## src/rtl/irq_pend4.sv

```systemverilog
`default_nettype none
// ============================================================================
//  Module   : irq_pend4
//  Purpose  : Four-line edge-triggered interrupt pending register with a
//             masked, fixed-priority presenter. Bit 3 has the highest
//             priority. Events lost on lines that are already pending are
//             counted in a saturating overflow counter.
//  Ports    :
//    clk        in   1  clock, rising edge
//    rst        in   1  synchronous active-high reset
//    req        in   4  level request lines; a 0->1 transition posts an event
//    mask       in   4  per-line enable for presentation
//    irq_ack    in   1  consumer accepts the presented index
//    irq_valid  out  1  an index is being presented (registered)
//    irq_id     out  2  presented index (registered)
//    pend       out  4  pending-event vector (registered)
//    ovf_cnt    out  4  saturating count of lost events (registered)
//  Revision : 1.0  initial release
// ============================================================================
module irq_pend4 (
  input  logic       clk,
  input  logic       rst,
  input  logic [3:0] req,
  input  logic [3:0] mask,
  input  logic       irq_ack,
  output logic       irq_valid,
  output logic [1:0] irq_id,
  output logic [3:0] pend,
  output logic [3:0] ovf_cnt
);

  // --------------------------------------------------------------------------
  // Presenter states
  // --------------------------------------------------------------------------
  localparam logic [1:0] ST_IDLE    = 2'd0;
  localparam logic [1:0] ST_PRESENT = 2'd1;
  localparam logic [1:0] ST_GAP     = 2'd2;

  localparam logic [3:0] C_OVF_MAX  = 4'hF;

  // --------------------------------------------------------------------------
  // State
  // --------------------------------------------------------------------------
  logic [3:0] req_q;      // previous-cycle copy of req for edge detection
  logic [3:0] pend_q,  pend_d;
  logic [3:0] ovf_q,   ovf_d;
  logic [1:0] state_q, state_d;
  logic [1:0] id_q,    id_d;
  logic       valid_q, valid_d;

  // --------------------------------------------------------------------------
  // Combinational helpers
  // --------------------------------------------------------------------------
  logic [3:0] w_edge;
  logic [3:0] w_clear;
  logic [3:0] w_elig;
  logic [3:0] w_lost;
  logic       w_accept;
  logic       w_win_any;
  logic [1:0] w_win_id;

  assign w_edge   = req & ~req_q;

  // An ack only counts while something is actually presented; a stray ack
  // in IDLE or GAP has no effect on anything.
  assign w_accept = (state_q == ST_PRESENT) & irq_ack;

  always_comb begin
    w_clear = 4'b0000;
    if (w_accept) begin
      w_clear[id_q] = 1'b1;
    end
  end

  // An edge on a bit that stays pending (not cleared this cycle) is lost.
  // An edge coinciding with the ack of the same line re-arms the bit instead.
  assign w_lost = w_edge & pend_q & ~w_clear;

  assign w_elig = pend_q & mask;

  // Fixed-priority encoder, bit 3 wins.
  always_comb begin
    w_win_any = 1'b1;
    w_win_id  = 2'd0;
    casez (w_elig)
      4'b1???: w_win_id = 2'd3;
      4'b01??: w_win_id = 2'd2;
      4'b001?: w_win_id = 2'd1;
      4'b0001: w_win_id = 2'd0;
      default: begin
        w_win_any = 1'b0;
        w_win_id  = 2'd0;
      end
    endcase
  end

  // --------------------------------------------------------------------------
  // Pending vector and overflow counter next state
  // --------------------------------------------------------------------------
  always_comb begin
    // Edge has priority over a same-cycle clear of the same bit.
    pend_d = w_edge | (pend_q & ~w_clear);
  end

  always_comb begin
    ovf_d = ovf_q;
    // Any number of lines losing an event in one cycle adds only one.
    if ((w_lost != 4'b0000) && (ovf_q != C_OVF_MAX)) begin
      ovf_d = ovf_q + 4'd1;
    end
  end

  // --------------------------------------------------------------------------
  // Presenter FSM next state
  // --------------------------------------------------------------------------
  always_comb begin
    state_d = state_q;
    id_d    = id_q;
    case (state_q)
      ST_IDLE: begin
        if (w_win_any) begin
          state_d = ST_PRESENT;
          id_d    = w_win_id;
        end
      end
      ST_PRESENT: begin
        // id is frozen here; later changes to pend or mask cannot withdraw
        // or swap the presented line.
        if (irq_ack) begin
          state_d = ST_GAP;
        end
      end
      ST_GAP: begin
        state_d = ST_IDLE;
      end
      default: begin
        state_d = ST_IDLE;
      end
    endcase
  end

  // valid is registered alongside state so it tracks PRESENT exactly.
  assign valid_d = (state_d == ST_PRESENT);

  // --------------------------------------------------------------------------
  // Registers
  // --------------------------------------------------------------------------
  always_ff @(posedge clk) begin
    if (rst) begin
      req_q   <= 4'b0000;
      pend_q  <= 4'b0000;
      ovf_q   <= 4'h0;
      state_q <= ST_IDLE;
      id_q    <= 2'd0;
      valid_q <= 1'b0;
    end else begin
      req_q   <= req;
      pend_q  <= pend_d;
      ovf_q   <= ovf_d;
      state_q <= state_d;
      id_q    <= id_d;
      valid_q <= valid_d;
    end
  end

  // --------------------------------------------------------------------------
  // Outputs
  // --------------------------------------------------------------------------
  assign irq_valid = valid_q;
  assign irq_id    = id_q;
  assign pend      = pend_q;
  assign ovf_cnt   = ovf_q;

endmodule
`default_nettype wire
```

## config.mk

```make
export PLATFORM = sky130hd
export DESIGN_NAME = irq_pend4
export DESIGN_NICKNAME = d
export VERILOG_FILES = /design/src/rtl/irq_pend4.sv
export SDC_FILE = /design/constraint.sdc
export NUM_CORES = 1
export LEC_CHECK = 0
export ABC_AREA = 1
export BUFFER_PORTS_ARGS = -buffer_cell sky130_fd_sc_hd__buf_2
export CAP_MARGIN = 20
export CORE_ASPECT_RATIO = 0.75
export CORE_MARGIN = 5
export CORE_UTILIZATION = 40
export DETAILED_ROUTE_END_ITERATION = 8
export GPL_TIMING_DRIVEN = 0
export PLACE_DENSITY = 0.61
export SYNTH_ARGS = -nofsm -noshare
export SYNTH_HDL_FRONTEND = slang
export SYNTH_SLANG_ARGS = --single-unit
```

## constraint.sdc

```tcl
create_clock -name clk -period 3.6 [get_ports clk]
set_clock_uncertainty 0.05 [all_clocks]
set_input_delay 0.18 -clock clk [delete_from_list [all_inputs] [get_ports clk]]
set_output_delay 0.18 -clock clk [all_outputs]
set_load 0.01 [all_outputs]
```

# Word level (Yosys, flattened, before mapping)
# Index checks and enable logic that the tools add are counted.
# word_totals
ff_bits	17
wordCells	38
# classes
n_reduce_logical	6
addsub	1
eq_ne	6
muxes	8
bitwise_logic	9
n_lt_le_gt_ge	2
# ops
cell	count
$and A4 B4 Y4	5
$not A4 Y4	2
$eq A2 B1 Y1 const B	3
$pmux W2 S3	1
$add A4 B1 Y4 const B	1
$eq A4 B1 Y1 const B	1
$mux W2	2
$mux W4	1
$ne A4 B4 Y1 const B	1
$or A4 B4 Y4	1
$pmux W2 S2	1
$reduce_bool A4 Y1	1
$reduce_or A4 Y1	1
$eq A3 B1 Y1 const B	1
$lt A2 B3 Y1 const B	1
$demux W1 S2	1
$ge A2 B1 Y1 const B	1
$logic_and A1 B1 Y1	2
$logic_not A2 Y1	1
$mux W1	2
$reduce_and A2 Y1	1
$and A1 B1 Y1	1

# Longest topological paths before layout
# Gate-level depths: netlist of run 1.
# logic_depth
depth_word	9
ltp_mapped	10
depth_no_buf	10

# Least setup slack after synthesis of run 1
# OpenSTA, ideal clock, no wires.
# synth_timing
path_type	reg2reg
startpoint	reg ovf_q[0] (netlist: ovf_cnt[0])
endpoint	reg ovf_q[3] (netlist: ovf_cnt[3])
t_required_ns	3.437
slack_ns	2.361
arrival_time_ns	1.076
setup_time_ns	0.113
period_less_slack_ns	1.239
path_stages_with_launch	10
path_cell_list	dfxtp_1 > ha_1 > nand2_1 > inv_1 > nand2_1 > nand4_1 > nor2_1 > nand2_1 > nand2_1 > nor2_1
# synth_via
elab_chain_len	2
elab_cells_between_ends	3
# synth_lines
element	line_no	source
start, declared	46	logic [3:0] ovf_q, ovf_d;
start signal, assigned	159	ovf_q <= ovf_d;
parallel branches: the longest is 2 deep, another holds $add A4 B1 Y4	-	
# Several ways; the timed one is not identified.
# A chain may end at the register's enable or synchronous reset.

# Worst setup path in the final report of run 1
# layout_timing
startpoint	reg state_q[0]
endpoint	reg ovf_q[3] (netlist: ovf_cnt[3])
# layout_via
elab_chain_len	7
# layout_lines
element	line_no	source
start, declared	47	logic [1:0] state_q, state_d;
start signal, assigned	160	state_q <= state_d;
$eq A2 B1 Y1	66	assign w_accept = (state_q == ST_PRESENT) & irq_ack;
$and A1 B1 Y1	66	
$mux W4	70	if (w_accept) begin
$not A4 Y4	77	assign w_lost = w_edge & pend_q & ~w_clear;
$and A4 B4 Y4	77	
$reduce_bool A4 Y1	108	if ((w_lost != 4'b0000) && (ovf_q != C_OVF_MAX)) begin
$logic_and A1 B1 Y1	108	
# No other way between the ends.

==> results.sh, run 1 <==
export IMPL_routabilityCongestion=0.7290
export IMPL_min_to="req_q[0]$_SDFF_PP0_"
export IMPL_grt_busiest_layer="met1"
export IMPL_wl_mm=1.578
export IMPL_drtIter0Drc=21
export IMPL_status="finished clean"
export IMPL_p_int_w=0.0002772
export IMPL_cts_resized=0
export IMPL_drc=0
export IMPL_drv_slew=0
export IMPL_place_area_um2=909.6
export IMPL_track_usage=0.1337
export IMPL_p_per_area_nw_per_um2=420.4
export IMPL_h_tree_depth=1
export IMPL_syn_nets=130
export IMPL_rrSetupSlack_ns=2.29
export IMPL_finalSetupTns_ns=0
export IMPL_yosys_area_top_type_share=0.4380
export IMPL_hold_slack_ns=0.04826
export IMPL_min_period_over_period=0.3643
export IMPL_use_met1=0.1870
export IMPL_finalHoldViolCount=0
export IMPL_syn_area_per_cell_um2=6.585
export IMPL_io_pins=22
export IMPL_use_met3=0.06349
export IMPL_yosys_top_cells_count="nand2_1 (31), inv_1 (21), nor2_1 (20), dfxtp_1 (17), a21oi_1 (9)"
export IMPL_clk_latency_ns=0.28
export IMPL_vdd_ir_drop_max_mv=0.2691
export IMPL_grt_met2_usage=0.1812
export IMPL_core_um2=1789
export IMPL_arrival_ns=1.49
export IMPL_end_kind="flip-flop"
export IMPL_crit_start="state_q[0]$_SDFF_PP0_"
export IMPL_syn_cell_area_um2=777.0
export IMPL_worst_path_max_fanout=3
export IMPL_grt_pass1_vias=659
export IMPL_num_antenna_cells=0
export IMPL_startpoint_type="flip-flop"
export IMPL_swShare=0.2953
export IMPL_start_util=0.4343
export IMPL_fillerInstances=194
export IMPL_die_h_um=48.17
export IMPL_synthTopCellsByArea="dfxtp_1 (44%), nand2_1 (15%), inv_1 (10%)"
export IMPL_path_clk_slew_ns=0.10
export IMPL_dr_total_vias=725
export IMPL_synthFlopType="dfxtp_1"
export IMPL_cts_tree="built"
export IMPL_power_leakage_nw=0.4970
export IMPL_yosysMostFrequentCell="nand2_1"
export IMPL_power_frac_seq=0.550
export IMPL_clockRootBuffer="clkbuf_4"
export IMPL_drt_pass1_iterations=4
export IMPL_reg2reg_to="ovf_cnt[3]$_SDFFE_PP0P_"
export IMPL_final_nets=156
export IMPL_worstPathRequired_ns=3.78
export IMPL_holdPathStages=3
export IMPL_ant_nets=0
export IMPL_dp_hpwl_mm=1.277
export IMPL_die_area_um2=2933
export IMPL_layout_drive_gt1_share=0.2098
export IMPL_switchingPower_w=0.0001162
export IMPL_critPathKind="flip-flop to flip-flop"
export IMPL_grt_ovfl_total=0
export IMPL_rsz0062_at_grt="false"
export IMPL_cap_viol_max_count=0
export IMPL_seq_area_frac_synth=0.4380
export IMPL_numCtsBuffers=3
export IMPL_min_period_ns=1.312
export IMPL_cts_buffer_depth=2
export IMPL_grt_start_max_net_pins=11
export IMPL_vias_per_cell=4.394
export IMPL_post_drt_wl_per_cell_um=9.564
export IMPL_cts_sinks=17
export IMPL_async_flop_share=0
export IMPL_combPwrFrac=0.193
export IMPL_yosysWarningCount=0
export IMPL_grt_pass1_wl_mm=2.794
export IMPL_synth_cells=118
export IMPL_antenna_found_initial=0
export IMPL_max_freq_ghz=0.7624
export IMPL_tightest_slew_ns=0.4817
export IMPL_r2r_start="state_q[0]$_SDFF_PP0_"
export IMPL_portBuffers=21
export IMPL_synthToLayoutAreaGrowth_pct=20.45
export IMPL_synth_edf_count=0
export IMPL_ctsHoldBuffers=0
export IMPL_post_cts_buffers=0
export IMPL_final_area_um2=935.9
export IMPL_hold_start="req[0]"
export IMPL_clkPwrFrac=0.256
export IMPL_die_w_um=60.89
export IMPL_final_setup_viol_count=0
export IMPL_num_rows=13
export IMPL_reg2reg_depth=10
export IMPL_synth_top_area_cell="dfxtp_1"
export IMPL_ys_types=15
export IMPL_ys_seq_elements=17
export IMPL_max_slew_margin=0.6755
export IMPL_hp_class="input port to flip-flop"
==> power groups by stage <==
stage	clock network (W)	logic, W	registers [W]
after floorplan	0	0.0000444	0.000225
after global placement	0	0.0000755	0.000221
after detailed placement	0	0.0000770	0.000221
after CTS	0.000107	0.0000772	0.000217
after global routing	0.000116	0.0000900	0.000219
final	0.000101	0.0000760	0.000217
==> worst max-delay path: stages, from the launching register on <==
cell and delay, ns:
dfxtp_1 0.39, inv_2 0.06, nor2_4 0.10, nand3_1 0.11, nand2_1 0.09, nand2_2 0.07, nor2_2 0.14, nor2_1 0.07
nand2_1 0.05, nand2_1 0.04, nor2_1 0.08
==> stage by stage <==
step,setup slack [ns],power [W],util,cells
floorplan,2.361,0.0002693,-,118
global placement,2.289,0.0002962,0.5084,161
detailed placement,2.299,0.0002980,0.5084,161
CTS,2.280,0.0004005,0.5231,165
global route,2.104,0.0004255,0.5231,165
finish,2.288,0.0003934,0.5231,165
==> registers in the layout, summed over array words and instances (netlist names) <==
signal,cells
ovf_cnt,4
pend,4
irq_valid,1
req_q,4
state_q,2
irq_id,2
==> layout make-up <==
cell class | instances | area [µm²] | area share
multi-input cells | 78 | 350.3 | 0.3743
flip-flops and latches | 17 | 340.3 | 0.3636
repair buffers | 21 | 105.1 | 0.1123
inverters | 22 | 82.58 | 0.08824
well taps | 22 | 27.53 | 0.02941
clock buffers | 4 | 26.28 | 0.02807
plain buffers | 1 | 3.754 | 0.004011
==> routing by layer <==
layer	share of wire	wire (µm)	up-vias
li1	-	-	406
met1	0.51	797	294
met2	0.38	607	25
met3	0.11	173	0
met4	0	0	0
met5	0	0	-
==> placed cells by master (no fill, tap or decap), types with 2 or more instances in the layout <==
cell type,instances
nor2_2,2
nor2_1,20
buf_2,21
clkbuf_1,2
nand2_1,31
a21oi_1,9
inv_1,21
clkbuf_4,3
dfxtp_1,17
o21ai_0,8
nand3_1,3
==> kinds of logic after synthesis <==
family | after synthesis | synth area share
AOI/OAI and AO/OA | 17 | 0.1095
buffers and inverters | 23 | 0.1111
DFF | 17 | 0.4380
and+or+nand+nor | 60 | 0.3253
adders and majority gates | 1 | 0.01610
==> how the worst max path moves through the flow <==
stage,to,slack (ns),cells past startpoint
floorplan,ovf_cnt[3]$_SDFFE_PP0P_,2.36,9
global placement,irq_id[0]$_SDFFE_PP0P_,2.29,5
detailed placement,ovf_cnt[0]$_SDFFE_PP0P_,2.30,10
CTS,ovf_cnt[3]$_SDFFE_PP0P_,2.28,10
global route,ovf_cnt[0]$_SDFFE_PP0P_,2.10,9
finish,ovf_cnt[3]$_SDFFE_PP0P_,2.29,10
(Power assumes the default switching activity.)
==> inputs of run 2 (changes only) <==
Settings changed: PLACE_DENSITY 0.61 to 0.63.
Clock period 3.6 ns to 1.1 ns, I/O delays scaled along.
==> run 2 against run 1 <==
Against the previous run: the run now ends with negative setup slack left; die area unchanged; critical path depth down 1; sequential power rose to 3.3 times the previous value; design area up 17%; routed wire length up 16%; via count up 10%.
==> results.sh, run 2 (synthesis gave the netlist of run 1 again) <==
export IMPL_status="finished, violations left"
export IMPL_failed_checks="negative setup slack"
export IMPL_hp_class="input port to flip-flop"
export IMPL_path_clk_slew_ns=0.10
export IMPL_final_area_um2=1091
export IMPL_finalHoldViolCount=0
export IMPL_r2r_start="state_q[1]$_SDFF_PP0_"
export IMPL_crit_slowest_cell="dfxtp_2"
export IMPL_cp_num_buf_inv=1
export IMPL_fin_util=0.6098
export IMPL_io_pins=22
export IMPL_routabilityCongestion=0.7639
export IMPL_arrival_ns=1.45
export IMPL_antenna_found_initial=0
export IMPL_ctsHoldBuffers=5
export IMPL_die_w_um=60.89
export IMPL_mostFrequentLayoutCells="nand2_1 (30), buf_2 (21), inv_1 (20), nor2_1 (17), a21oi_1 (9)"
export IMPL_grt_pass1_wl_mm=2.904
export IMPL_cts_buffer_depth=2
export IMPL_drt_pass1_iterations=4
export IMPL_final_setup_viol_count=4
export IMPL_drv_slew=0
export IMPL_cts_tree="built"
export IMPL_wl_mm=1.831
export IMPL_die_area_um2=2933
export IMPL_crit_family="simple AND/OR/NAND/NOR gates"
export IMPL_min_to="pend[2]$_SDFF_PP0_"
export IMPL_reg2reg_to="ovf_cnt[0]$_SDFFE_PP0P_"
export IMPL_startpoint_type="flip-flop"
export IMPL_synthToLayoutAreaGrowth_pct=40.42
export IMPL_holdPathStages=3
export IMPL_rsz0062_at_grt="true"
export IMPL_post_drt_wl_per_cell_um=10.65
export IMPL_worst_path_max_fanout=5
export IMPL_power_leakage_nw=0.5378
export IMPL_critPathKind="flip-flop to flip-flop"
export IMPL_start_util=0.4343
export IMPL_num_antenna_cells=0
export IMPL_num_rows=13
export IMPL_reg2reg_depth=9
export IMPL_hold_start="req[2]"
export IMPL_drc=0
export IMPL_vias_per_cell=4.651
export IMPL_grt_start_max_net_pins=11
export IMPL_max_slew_margin=0.7008
export IMPL_p_total_w=0.001369
export IMPL_min_period_over_period=1.155
export IMPL_portBuffers=21
export IMPL_cap_viol_max_count=0
export IMPL_p_per_area_nw_per_um2=1255
export IMPL_min_period_ns=1.271
export IMPL_clockRootBuffer="clkbuf_4"
export IMPL_grt_pass1_vias=675
export IMPL_cts_sinks=17
export IMPL_dp_hpwl_mm=1.413
export IMPL_worstPathRequired_ns=1.28
export IMPL_critical_path_max_stage_delay_ns=0.35
export IMPL_grt_ovfl_total=0
export IMPL_tightest_slew_ns=0.4488
export IMPL_rrSetupSlack_ns=-0.17
export IMPL_track_usage=0.1395
export IMPL_clk_latency_ns=0.29
export IMPL_finalSetupTns_ns=-0.6229
export IMPL_layout_drive_gt1_share=0.3600
export IMPL_place_area_um2=939.7
export IMPL_max_freq_ghz=0.7869
export IMPL_worstPathCellList="inv_2, nand3_4, o21ai_2, nand2_2, nor2_4, nor2_4, nand2_1, nand2_1, nor2_1"
export IMPL_final_common_cell="nand2_1"
export IMPL_dr_total_vias=800
export IMPL_pre_cts_ws_ns=-0.1899
export IMPL_setup_slack_ns=-0.1708
export IMPL_drtIter0Drc=11
export IMPL_core_um2=1789
export IMPL_vdd_ir_drop_max_mv=0.8797
export IMPL_final_nets=163
export IMPL_end_kind="flip-flop"
export IMPL_die_h_um=48.17
export IMPL_ant_nets=0
export IMPL_numCtsBuffers=3
export IMPL_h_tree_depth=1
==> run 2: layer usage <==
metal,global-route usage,vias up,part of all wire
li1,-,423,-
met1,0.1635,359,0.45
met2,0.2345,13,0.47
met3,0.05556,5,0.058
met4,0.05195,0,0.017
met5,0,-,0
==> run 2: timing repair <==
action                     in CTS  in global routing
buffers inserted                1                  1
hold endpoints to repair        9                  1
pin swaps                       1                  3
resized for setup               7                  7
setup endpoints to repair       7                  7
==> run 2: worst max path at each step <==
stage,start,to,slack (ns),cells past startpoint
detailed placement,state_q[1]$_SDFF_PP0_,ovf_cnt[0]$_SDFFE_PP0P_,-0.19,9
floorplan,ovf_cnt[0]$_SDFFE_PP0P_,ovf_cnt[3]$_SDFFE_PP0P_,-0.05,9
global route,state_q[1]$_SDFF_PP0_,ovf_cnt[0]$_SDFFE_PP0P_,-0.28,9
finish,state_q[1]$_SDFF_PP0_,ovf_cnt[0]$_SDFFE_PP0P_,-0.17,9
CTS,state_q[0]$_SDFF_PP0_,ovf_cnt[0]$_SDFFE_PP0P_,-0.15,10
global placement,state_q[1]$_SDFF_PP0_,ovf_cnt[0]$_SDFFE_PP0P_,-0.14,9
==> run 2: layout make-up <==
class,count,area [µm²]
Clock inverter,1,5.005
Clock buffer,3,22.52
Buffer,1,3.754
Sequential cell,17,360.3
Inverter,22,82.58
Multi-Input combinational cell,78,419.2
Tap cell,22,27.53
Timing Repair Buffer,28,170.2
Fill cell,179,698.2
==> run 2: through the flow <==
step	hold slack, ns	cells
final	0.008338	172
after global routing	-0.02151	172
after CTS	-0.03119	171
after detailed placement	0.2256	161
after global placement	0.2218	161
after floorplan	0.06665	118
==> run 2: tightest hold or removal path, cell delays in order <==
cell and delay, ns:
buf_2 0.10, nand2_1 0.09, a21oi_1 0.07
==> run 2: power breakdown <==
group	total (W)	switching [W]	internal (W)
Clock	0.000333	0.000198	0.000135
Combinational	0.000312	0.000177	0.000135
Sequential	0.000724	0.0000508	0.000673
Total	0.00137	0.000426	0.000944
